**config.mk**
```make
export PLATFORM = sky130hd
export DESIGN_NAME = uart_rx_flat
export DESIGN_NICKNAME = d
export VERILOG_FILES = /design/src/rtl/uart_pkg.sv /design/src/rtl/uart_rx_if.sv /design/src/rtl/uart_rx_sync_2ff.sv /design/src/rtl/uart_rx.sv /design/src/flat_wrapper.sv
export SDC_FILE = /design/constraint.sdc
export NUM_CORES = 1
export LEC_CHECK = 0
export ABC_AREA = 1
export CAP_MARGIN = 25
export CELL_PAD_IN_SITES_DETAIL_PLACEMENT = 1
export CELL_PAD_IN_SITES_GLOBAL_PLACEMENT = 2
export CORE_ASPECT_RATIO = 1.75
export CORE_MARGIN = 4
export CORE_UTILIZATION = 36
export DETAILED_ROUTE_END_ITERATION = 8
export PLACE_DENSITY_LB_ADDON = 0.12
export SYNTH_ARGS = -nofsm -noshare
export SYNTH_HDL_FRONTEND = slang
export SYNTH_SLANG_ARGS = --single-unit
```
**constraint.sdc**
```tcl
create_clock -name clk -period 2.55 [get_ports clk]
set_input_delay 0.3825 -clock clk [delete_from_list [all_inputs] [get_ports clk]]
set_output_delay 0.3825 -clock clk [all_outputs]
set_load 0.02 [all_outputs]
```
**src/rtl/uart_pkg.sv**
```systemverilog
// uart_pkg: shared types and constants for the UART receive path.
// Optional parity support is selected with the UART_RX_PARITY_EN macro (see uart_rx.sv).
package uart_pkg;

   // Ticks per bit period; fixed by the baud generator and not overridden.
   localparam int unsigned OVERSAMPLE = 16;

   // Tick count at which the start bit is sampled at its centre.
   localparam int unsigned START_MID = 7;

   // PARITY stays in the encoding even when parity is compiled out so the
   // state encoding is identical across builds.
   typedef enum logic [2:0] {
      IDLE   = 3'd0,
      START  = 3'd1,
      DATA   = 3'd2,
      PARITY = 3'd3,
      STOP   = 3'd4
   } rx_state_t;

endpackage

```
**src/rtl/uart_rx_if.sv**
```systemverilog
// uart_rx_if: line, tick and FIFO/status signals of the UART receiver.
// master = environment (line, baud tick, FIFO), slave = the receiver itself.
interface uart_rx_if #(
   parameter int unsigned DATA_BITS = 8
);

   logic                 rx;
   logic                 tick;
   logic                 rx_full;
   logic [DATA_BITS-1:0] dout;
   logic                 rx_done_tick;
   logic                 overrun_error;
   logic                 frame_error;
   logic                 parity_error;

   modport master (
      output rx, tick, rx_full,
      input  dout, rx_done_tick, overrun_error, frame_error, parity_error
   );

   modport slave (
      input  rx, tick, rx_full,
      output dout, rx_done_tick, overrun_error, frame_error, parity_error
   );

endinterface

```
**src/rtl/uart_rx_sync_2ff.sv**
```systemverilog
// sync_2ff: generic single-bit two-flop synchronizer with a configurable reset value.
module sync_2ff #(
   parameter bit RESET_VAL = 1'b1
) (
   input  logic clk_i,
   input  logic rst_ni,
   input  logic d_i,
   output logic q_o
);

   logic meta_q;
   logic sync_q;

   // Two-stage capture of an asynchronous input.
   always_ff @(posedge clk_i or negedge rst_ni) begin
      if (!rst_ni) begin
         meta_q <= RESET_VAL;
         sync_q <= RESET_VAL;
      end else begin
         meta_q <= d_i;
         sync_q <= meta_q;
      end
   end

   assign q_o = sync_q;

endmodule

```
**src/rtl/uart_rx.sv**
```systemverilog
// uart_rx: 16x oversampling UART receiver feeding the RX FIFO.
// Define UART_RX_PARITY_EN to add one even-parity bit after the data bits.
module uart_rx
   import uart_pkg::*;
#(
   parameter int unsigned DATA_BITS     = 8,
   parameter int unsigned STOP_BIT_TICK = 16
) (
   input  logic      clk,
   input  logic      arst_n,
   uart_rx_if.slave  rx_if
);

   localparam int unsigned NW = (DATA_BITS > 1) ? $clog2(DATA_BITS) : 1;

   localparam logic [NW-1:0] LAST_BIT  = NW'(DATA_BITS - 1);
   localparam logic [4:0]    START_END = 5'(START_MID);
   localparam logic [4:0]    BIT_END   = 5'(OVERSAMPLE - 1);
   localparam logic [4:0]    STOP_END  = 5'(STOP_BIT_TICK - 1);

   logic rx_s;

   rx_state_t            state_q, state_d;
   logic [4:0]           s_cnt_q, s_cnt_d;
   logic [NW-1:0]        n_cnt_q, n_cnt_d;
   logic [DATA_BITS-1:0] shreg_q, shreg_d;
   logic                 brk_q, brk_d;
   logic [DATA_BITS-1:0] dout_q, dout_d;
   logic                 done_q, done_d;
   logic                 ovr_q, ovr_d;
   logic                 ferr_q, ferr_d;
`ifdef UART_RX_PARITY_EN
   logic                 par_q, par_d;
   logic                 perr_q, perr_d;
`endif

   sync_2ff #(
      .RESET_VAL (1'b1)
   ) u_sync (
      .clk_i  (clk),
      .rst_ni (arst_n),
      .d_i    (rx_if.rx),
      .q_o    (rx_s)
   );

   // Next-state: frame sequencing, bit sampling and frame evaluation.
   always_comb begin
      state_d = state_q;
      s_cnt_d = s_cnt_q;
      n_cnt_d = n_cnt_q;
      shreg_d = shreg_q;
      brk_d   = brk_q;
      dout_d  = dout_q;
      done_d  = 1'b0;
      ovr_d   = ovr_q;
      ferr_d  = 1'b0;
`ifdef UART_RX_PARITY_EN
      par_d   = par_q;
      perr_d  = 1'b0;
`endif
      unique case (state_q)
         IDLE: begin
            // After a framing error the line must go high once before re-arming,
            // so a held break does not spin out a stream of bogus frames.
            if (brk_q) begin
               if (rx_s) begin
                  brk_d = 1'b0;
               end
            end else if (!rx_s) begin
               state_d = START;
               s_cnt_d = '0;
            end
         end
         START: begin
            if (rx_if.tick) begin
               if (s_cnt_q == START_END) begin
                  if (!rx_s) begin
                     state_d = DATA;
                     s_cnt_d = '0;
                     n_cnt_d = '0;
                  end else begin
                     state_d = IDLE;
                  end
               end else begin
                  s_cnt_d = s_cnt_q + 5'd1;
               end
            end
         end
         DATA: begin
            if (rx_if.tick) begin
               if (s_cnt_q == BIT_END) begin
                  shreg_d = {rx_s, shreg_q[DATA_BITS-1:1]};
                  s_cnt_d = '0;
                  if (n_cnt_q == LAST_BIT) begin
`ifdef UART_RX_PARITY_EN
                     state_d = PARITY;
`else
                     state_d = STOP;
`endif
                  end else begin
                     n_cnt_d = n_cnt_q + 1'b1;
                  end
               end else begin
                  s_cnt_d = s_cnt_q + 5'd1;
               end
            end
         end
`ifdef UART_RX_PARITY_EN
         PARITY: begin
            if (rx_if.tick) begin
               if (s_cnt_q == BIT_END) begin
                  par_d   = rx_s;
                  state_d = STOP;
                  s_cnt_d = '0;
               end else begin
                  s_cnt_d = s_cnt_q + 5'd1;
               end
            end
         end
`endif
         STOP: begin
            if (rx_if.tick) begin
               if (s_cnt_q == STOP_END) begin
                  state_d = IDLE;
                  s_cnt_d = '0;
                  // Error priority: framing, then parity, then overrun.
                  if (!rx_s) begin
                     ferr_d = 1'b1;
                     brk_d  = 1'b1;
                  end
`ifdef UART_RX_PARITY_EN
                  else if (^{shreg_q, par_q}) begin
                     perr_d = 1'b1;
                  end
`endif
                  else if (rx_if.rx_full) begin
                     ovr_d = 1'b1;
                  end else begin
                     done_d = 1'b1;
                     dout_d = shreg_q;
                     ovr_d  = 1'b0;
                  end
               end else begin
                  s_cnt_d = s_cnt_q + 5'd1;
               end
            end
         end
         default: begin
            state_d = IDLE;
            s_cnt_d = '0;
         end
      endcase
   end

   // State, counters and registered outputs.
   always_ff @(posedge clk or negedge arst_n) begin
      if (!arst_n) begin
         state_q <= IDLE;
         s_cnt_q <= '0;
         n_cnt_q <= '0;
         shreg_q <= '0;
         brk_q   <= 1'b0;
         dout_q  <= '0;
         done_q  <= 1'b0;
         ovr_q   <= 1'b0;
         ferr_q  <= 1'b0;
`ifdef UART_RX_PARITY_EN
         par_q   <= 1'b0;
         perr_q  <= 1'b0;
`endif
      end else begin
         state_q <= state_d;
         s_cnt_q <= s_cnt_d;
         n_cnt_q <= n_cnt_d;
         shreg_q <= shreg_d;
         brk_q   <= brk_d;
         dout_q  <= dout_d;
         done_q  <= done_d;
         ovr_q   <= ovr_d;
         ferr_q  <= ferr_d;
`ifdef UART_RX_PARITY_EN
         par_q   <= par_d;
         perr_q  <= perr_d;
`endif
      end
   end

   assign rx_if.dout          = dout_q;
   assign rx_if.rx_done_tick  = done_q;
   assign rx_if.overrun_error = ovr_q;
   assign rx_if.frame_error   = ferr_q;
`ifdef UART_RX_PARITY_EN
   assign rx_if.parity_error  = perr_q;
`else
   assign rx_if.parity_error  = 1'b0;
`endif

endmodule

```
**src/flat_wrapper.sv**
```systemverilog
// flat-port wrapper written by rule: the top's interface ports become plain ports
module uart_rx_flat import uart_pkg::*;
#(
   parameter int unsigned DATA_BITS     = 8,
   parameter int unsigned STOP_BIT_TICK = 16
)
  (clk, arst_n, rx_if_rx, rx_if_tick, rx_if_rx_full, rx_if_dout, rx_if_rx_done_tick, rx_if_overrun_error, rx_if_frame_error, rx_if_parity_error);
  uart_rx_if #(.DATA_BITS(DATA_BITS)) rx_if_i ();
  input  logic clk;
  input  logic arst_n;
  input wire logic [$bits(rx_if_i.rx)-1:0] rx_if_rx;
  input wire logic [$bits(rx_if_i.tick)-1:0] rx_if_tick;
  input wire logic [$bits(rx_if_i.rx_full)-1:0] rx_if_rx_full;
  output wire logic [$bits(rx_if_i.dout)-1:0] rx_if_dout;
  output wire logic [$bits(rx_if_i.rx_done_tick)-1:0] rx_if_rx_done_tick;
  output wire logic [$bits(rx_if_i.overrun_error)-1:0] rx_if_overrun_error;
  output wire logic [$bits(rx_if_i.frame_error)-1:0] rx_if_frame_error;
  output wire logic [$bits(rx_if_i.parity_error)-1:0] rx_if_parity_error;
  assign rx_if_i.rx = rx_if_rx;
  assign rx_if_i.tick = rx_if_tick;
  assign rx_if_i.rx_full = rx_if_rx_full;
  assign rx_if_dout = rx_if_i.dout;
  assign rx_if_rx_done_tick = rx_if_i.rx_done_tick;
  assign rx_if_overrun_error = rx_if_i.overrun_error;
  assign rx_if_frame_error = rx_if_i.frame_error;
  assign rx_if_parity_error = rx_if_i.parity_error;
  uart_rx #(.DATA_BITS(DATA_BITS), .STOP_BIT_TICK(STOP_BIT_TICK)) u_core (.clk(clk), .arst_n(arst_n), .rx_if(rx_if_i));
endmodule
```
== Word level (Yosys, flattened, before mapping) ==
Cells that the tools add are included.

* Muxes and demuxes: 40
* Reduce and logical (&&, ||, !) cells: 11
* Add/sub/neg operators: 2
* Bitwise operators: 1
* Equality and inequality tests: 19

{| class="wikitable"
|+ Operators with widths
! operator !! count
|-
| $mux W3 || 15
|-
| $mux W5 || 6
|-
| $ne A2 B2 Y1 const B || 8
|-
| $pmux W5 S3 || 1
|-
| $mux W1 || 14
|-
| $pmux W3 S4 || 1
|-
| $ne A2 B1 Y1 const B || 5
|-
| $reduce_and A9 Y1 || 1
|-
| $reduce_and A4 Y1 || 2
|-
| $reduce_and A7 Y1 || 1
|-
| $eq A3 B3 Y1 const B || 2
|-
| $pmux W3 S2 || 1
|-
| $reduce_and A3 Y1 || 2
|-
| $add A5 B1 Y5 const B || 1
|-
| $eq A5 B3 Y1 const B || 1
|-
| $eq A5 B4 Y1 const B || 1
|-
| $reduce_and A5 Y1 || 1
|-
| $reduce_bool A2 Y1 || 2
|-
| $add A3 B1 Y3 const B || 1
|-
| $eq A3 B1 Y1 const B || 1
|-
| $eq A3 B2 Y1 const B || 1
|-
| $logic_not A3 Y1 || 1
|-
| $mux W2 || 1
|-
| $pmux W1 S2 || 1
|-
| 2 further kinds || 2
|}

* Output and inout port bits: 12
* Word-level logic and storage cells: 84
* Register bits after elaboration: 33
* Input bits: 5

== Logic depth before layout (Yosys ltp) ==
* Word-level depth: 5
* Depth in mapped cells: 10
* Depth with buffers taken out: 10

== Hierarchy ==
From an unflattened synthesis, not the netlist that was laid out.

* Cells, all modules: 226
* Area, all modules: 1778.0 sq um

{| class="wikitable"
|+ Modules (own cells, without submodules)
! module !! cells an instance !! instances !! sequential area each (sq um) !! area each (sq um)
|-
| uart_rx || 224 || 1 || 775.7 || 1725.4
|-
| sync_2ff || 2 || 1 || 52.6 || 52.6
|}

== Worst setup path after synthesis ==
No wires, ideal clock.

* Kind: reg2reg
* Start: register u_core.u_sync.sync_q, in the netlist u_core.u_sync.q_o
* End: register u_core.dout_q[0], in the netlist u_core.rx_if.dout[0]
* Slack: 1.061 ns
* Library setup time: 0.117 ns
* Data required time: 2.433 ns
* Arrival: 1.372 ns
* Path buffers: 1
* Stages on the path, launching flop included: 7
* Clock period less this slack: 1.489 ns
* Path through: dfstp_2 buf_6 inv_4 nor4_4 nand2_4 nand2_1 nand2_1

* Longest elaborated chain between the ends: 1

{| class="wikitable"
|+ RTL lines
! item !! line !! RTL
|-
| start: declaration || uart_rx_sync_2ff.sv:12 || <nowiki>logic sync_q;</nowiki>
|-
| start signal: assignment || uart_rx_sync_2ff.sv:21 || <nowiki>sync_q <= meta_q;</nowiki>
|-
| $reduce_and A5 Y1 (no source line) || -- ||
|-
| end signal: assignment || uart_rx.sv:177 || <nowiki>dout_q <= dout_d;</nowiki>
|-
| end: declaration || uart_rx.sv:28 || <nowiki>logic [DATA_BITS-1:0] dout_q, dout_d;</nowiki>
|}

No other way between the ends.
A chain may end at the register's enable or synchronous reset.

== Final worst setup path ==
* Start: register u_core.s_cnt_q[0]
* End: register u_core.state_q[1]

* Longest elaborated chain between the ends: 3
* Elaborated cells on any way between the ends: 6
* Classes of those cells: 5 x eq/ne; 1 x reduce/logical

{| class="wikitable"
|+ RTL lines
! item !! line !! RTL
|-
| start: declaration || uart_rx.sv:24 || <nowiki>logic [4:0] s_cnt_q, s_cnt_d;</nowiki>
|-
| start signal: assignment || uart_rx.sv:173 || <nowiki>s_cnt_q <= s_cnt_d;</nowiki>
|-
| $eq A5 B4 Y1 / $eq A5 B3 Y1 (equally long branches) || uart_rx.sv:91, uart_rx.sv:123, uart_rx.sv:76 ||
|-
| $ne A2 B1 Y1 (no source line) || -- ||
|-
| $reduce_and A9 Y1 (no source line) (*) || -- ||
|-
| end signal: assignment || uart_rx.sv:172 || <nowiki>state_q <= state_d;</nowiki>
|-
| end: declaration || uart_rx.sv:23 || <nowiki>rx_state_t state_q, state_d;</nowiki>
|}

Mark *: on every way between the ends. The rest lies on a longest branch, timed or not.

==> impl_summary.md <==
Final layout
The number of fillers in the final layout is 595. The number of antenna diodes in the final layout is 0. With fillers left out, the area of the finished cells amounts to 2090 um^2.

From synthesis to final layout, the design area changed by 17.3%. The commonest non-fill, non-tap cell in the layout is sky130_fd_sc_hd__nand2_1. The number of standard cells in the final layout excluding fillers is 292. The final layout contains 248 nets. Cells with a size suffix above 1 make up 16.3% of the layout.

In the layout the commonest cells are sky130_fd_sc_hd__nand2_1 (80), sky130_fd_sc_hd__dfrtp_1 (31), sky130_fd_sc_hd__nand3_1 (30).

Critical path
At the worst endpoint, the required time is 2.71 ns. The kind of cell with the highest combined delay on the critical path is simple AND/OR/NAND/NOR gates. The critical path arrival is 1.98 ns. The startpoint of the most critical setup path is u_core.s_cnt_q[0]$_DFFE_PN0P_. In this run the worst setup path terminates at u_core.state_q[1]$_DFFE_PN0P_. The number of cells on the worst reg-to-reg path is 8. Counting both buffers and inverters, the worst setup path holds a total of 1. The worst setup path is launched from a register. In this run the register-to-register setup slack is 0.74 ns. The worst register-to-register path begins at u_core.s_cnt_q[0]$_DFFE_PN0P_. The slowest cell on the critical path is sky130_fd_sc_hd__dfrtp_1. The longest individual stage delay on the worst path is 0.49 ns. Of all nets on the critical path, the largest fanout is 7.

The worst setup path is of the register to register kind. Traced cell by cell, the critical path runs through ha_1, nand2_4, clkinv_4, nand2_1, nand2_1, nand3_1, o21bai_1, nand2_1. STA classifies the critical path endpoint as a register.

The endpoint of the lowest-slack register-to-register path is u_core.state_q[1]$_DFFE_PN0P_. The critical path depth in cells is 8. The most numerous cell on the critical path is sky130_fd_sc_hd__nand2_1.

Timing
The headroom to the max-slew limit is 63.5%. Setup repair after global routing left no endpoint under its margin. For the pin with the worst max-slew slack, the measured transition is 0.543 ns. The number of setup violations in the final report is 0. The worst path in the final design needs a cycle of 1.81 ns, including I/O delays and setup. The number of endpoints with negative hold slack in the final report was 0. Between clock sinks in the finished design, the worst skew comes to 0.00186 ns. Static timing analysis puts the maximum clock frequency at 0.551 GHz. Adding up every negative setup slack in the final design gives 0 ns. The total count of max-transition violations in the final report is 0. The final worst-path cycle share is 71.2%. Across all hold checks on the routed design, the worst slack comes to 0.358 ns. Setup slack closes at 0.736 ns.

Floorplanning
The area of the placeable core is 4750 um^2. Pin placement for this block handled 17 I/O pins. The floorplan step defined a die boundary enclosing 6190 um^2. The height of the chip is 101 um. The starting utilization of the core area is 37.5%. The floorplan step set the die width to 61.2 um. The floorplan has 33 rows.

Clocking
The insertion delay to the later sink of the worst-skew pair is 0.28 ns. The number of hold buffers added after CTS was 0. The setup fix buffers added after clock tree synthesis is 0. The number of buffers inserted during clock tree synthesis is 5. The tree built by TritonCTS fans out to 33 sinks.

Counting along the longest clock path gives a buffer depth of 2. The number of gates given a new drive strength after cts is 0. TritonCTS built the clock tree.

Clock-pin slew was measured on the worst setup and hold paths at 0.07 ns. The tree is rooted in a sky130_fd_sc_hd__clkbuf_8. The maximum level of the CTS H-tree is 2.

Drt
For this run, the detailed router's first-pass iteration total came to 4. After detailed routing, the wire length on met1 is 1630 um. The remaining design rule violation count is 0.

The routed wirelength normalized by instance count is 15.3 um. For this block, the routed nets add up to 4460 um of wire. Detailed routing inserted a total of 1517 vias. The detailed-routed wire length on met3 is 138 um. The total met2 wirelength after detailed routing is 2560 um. The detailed router used layers up to and including met4.

The detail route stage leaves a number of antenna-violating nets equal to 0. In the routed layout, each cell is associated on average with a via count of 5.20. The first-iteration detailed-routing DRC count is 44.

GRT
Across every metal layer, demand over resource in global routing totals 16.9%. The initial antenna violation count is 0. Entering global routing, the biggest net connects 34 pins. The number of global-route vias before repair came to 1616. The total global routing overflow is 0. The first-pass GRT wire length is 7750 um.

Synth
After synthesis, the mean cell area works out to 8.14 um^2. The number of warnings reported in the yosys synthesis log is 0. Synthesis inferred 33 register bits. After synthesis, the netlist uses 31 different library cells. The part of the Yosys area used for sequential elements is 46.5%. After synthesis the cells add up to 1780 um^2.

The synthesized netlist net count is 228. Synthesis handed over a netlist of 219 instances.

Placed design
Timing analysis after detailed placement gives a worst setup slack of 0.604 ns. The HPWL after detailed placement is 3580 um. The placer's final routability congestion estimate is 0.753. The instance area at placement is 1980 um^2. The cell count after placement is 284. Input and output buffers added on the ports amount to 15.

Power and ir drop
The highest ir drop seen on vdd is 0.458 mV. The leakage dissipation is 1.12 nW. The total power divided by cell area is 796 nW/um^2.

Worst hold path
The worst min-delay path category is register to register.

Outcome
The flow ran to the end, and the final reports show no timing, DRC or antenna violations.

Job
The number of violations of the max-capacitance limit is 0.
metrics by stage:
step	power, mW	utilization [%]
after floorplan	1.00	-
after global placement	1.13	41.6
after detailed placement	1.17	41.6
after CTS	1.68	44.1
after global routing	1.79	44.1
final	1.66	44.1
where the power goes:
part           internal [mW]  switching (mW)  total [mW]
sequential             0.569          0.0596       0.629
clock                  0.319           0.187       0.506
combinational          0.156           0.375       0.530
total                   1.04           0.622        1.66
per-layer routing:
metal	up-vias	track usage [%]
met5	-	0
met4	0	7.35
met3	14	3.33
met2	32	31.0
met1	737	17.6
li1	734	-
area by class of cell:
class,count,area (um^2),area share (%)
inverter,26,105,5.02
tap,52,65.1,3.11
clock buffer,7,86.3,4.13
timing repair buffer,16,158,7.54
clock inverter,1,30.0,1.44
multi-input combinational,157,820,39.2
sequential,33,828,39.6
Yosys cell counts:
| cell | n | share of area (%) |
|---|---|---|
| sky130_fd_sc_hd__nor2_2 | 2 | 0.70 |
| sky130_fd_sc_hd__clkinv_4 | 1 | 0.49 |
| sky130_fd_sc_hd__nor3_4 | 1 | 0.91 |
| sky130_fd_sc_hd__inv_4 | 1 | 0.35 |
| sky130_fd_sc_hd__inv_2 | 8 | 1.7 |
| sky130_fd_sc_hd__buf_4 | 1 | 0.42 |
| sky130_fd_sc_hd__ha_1 | 4 | 2.8 |
| sky130_fd_sc_hd__buf_6 | 2 | 1.3 |
| sky130_fd_sc_hd__o21ai_0 | 2 | 0.56 |
| sky130_fd_sc_hd__nand4_1 | 1 | 0.35 |
| sky130_fd_sc_hd__o21ai_1 | 5 | 1.4 |
| sky130_fd_sc_hd__nor2_1 | 10 | 2.1 |
| sky130_fd_sc_hd__nand2_4 | 3 | 1.9 |
| sky130_fd_sc_hd__nor4_4 | 1 | 1.2 |
| sky130_fd_sc_hd__dfrtp_1 | 31 | 44 |
| sky130_fd_sc_hd__nand2_2 | 2 | 0.70 |
| sky130_fd_sc_hd__nand3_1 | 30 | 8.4 |
| sky130_fd_sc_hd__nand3_4 | 1 | 0.98 |
| sky130_fd_sc_hd__inv_1 | 15 | 3.2 |
| sky130_fd_sc_hd__o21bai_1 | 2 | 0.84 |
| sky130_fd_sc_hd__conb_1 | 1 | 0.21 |
| sky130_fd_sc_hd__dfstp_2 | 2 | 2.9 |
| sky130_fd_sc_hd__clkinv_1 | 1 | 0.21 |
| sky130_fd_sc_hd__o21ai_2 | 4 | 2.0 |
| sky130_fd_sc_hd__xor2_1 | 1 | 0.49 |
| sky130_fd_sc_hd__a21oi_1 | 1 | 0.28 |
| sky130_fd_sc_hd__or2_2 | 1 | 0.35 |
| sky130_fd_sc_hd__nor4_1 | 1 | 0.35 |
| sky130_fd_sc_hd__nand2_1 | 80 | 17 |
| sky130_fd_sc_hd__a21oi_2 | 3 | 1.5 |
| sky130_fd_sc_hd__nor2_8 | 1 | 1.1 |
registers in the layout (all words and copies together), names as in the netlist:
| register | flops |
|---|---|
| u_core.u_sync.q_o | 1 |
| u_core.rx_if.frame_error | 1 |
| u_core.rx_if.rx_done_tick | 1 |
| u_core.rx_if.overrun_error | 1 |
| u_core.shreg_q | 8 |
| u_core.u_sync.meta_q | 1 |
| u_core.brk_q | 1 |
| u_core.rx_if.dout | 8 |
| u_core.s_cnt_q | 5 |
| u_core.n_cnt_q | 3 |
| u_core.state_q | 3 |
worst register-to-register path: stages, from the launching register on:
cell and delay, ns:
sky130_fd_sc_hd__dfrtp_1 0.49, sky130_fd_sc_hd__ha_1 0.30, sky130_fd_sc_hd__nand2_4 0.11, sky130_fd_sc_hd__clkinv_4 0.09, sky130_fd_sc_hd__nand2_1 0.14, sky130_fd_sc_hd__nand2_1 0.18
sky130_fd_sc_hd__nand3_1 0.14, sky130_fd_sc_hd__o21bai_1 0.18, sky130_fd_sc_hd__nand2_1 0.08
how the worst min path moves through the flow:
stage / to / start / slack [ns] / cells past startpoint
after global routing: u_core.u_sync.q_o$_DFF_PN1_ / u_core.u_sync.meta_q$_DFF_PN1_ / 0.36 / 0
after global placement: u_core.u_sync.q_o$_DFF_PN1_ / u_core.u_sync.meta_q$_DFF_PN1_ / 0.35 / 0
final: u_core.u_sync.q_o$_DFF_PN1_ / u_core.u_sync.meta_q$_DFF_PN1_ / 0.36 / 0
after floorplan: u_core.brk_q$_DFFE_PN0P_ / arst_n / 0.09 / 0
after detailed placement: u_core.u_sync.q_o$_DFF_PN1_ / u_core.u_sync.meta_q$_DFF_PN1_ / 0.35 / 0
after CTS: u_core.u_sync.q_o$_DFF_PN1_ / u_core.u_sync.meta_q$_DFF_PN1_ / 0.36 / 0
cell families (layout without fill, tap and decap cells):
group | count (synthesis) | count (layout) | synth area share (%)
and+or+nand+nor | 134 | 134 | 35.9
DFF | 33 | 33 | 46.5
buffers and inverters | 29 | 50 | 7.58
AOI/OAI and AO/OA | 17 | 17 | 6.53
adders and majority gates | 4 | 4 | 2.81
other | 1 | 1 | 0.210
xor gates and xnor gates | 1 | 1 | 0.491
No activity file was read; power rests on OpenSTA's default activity.
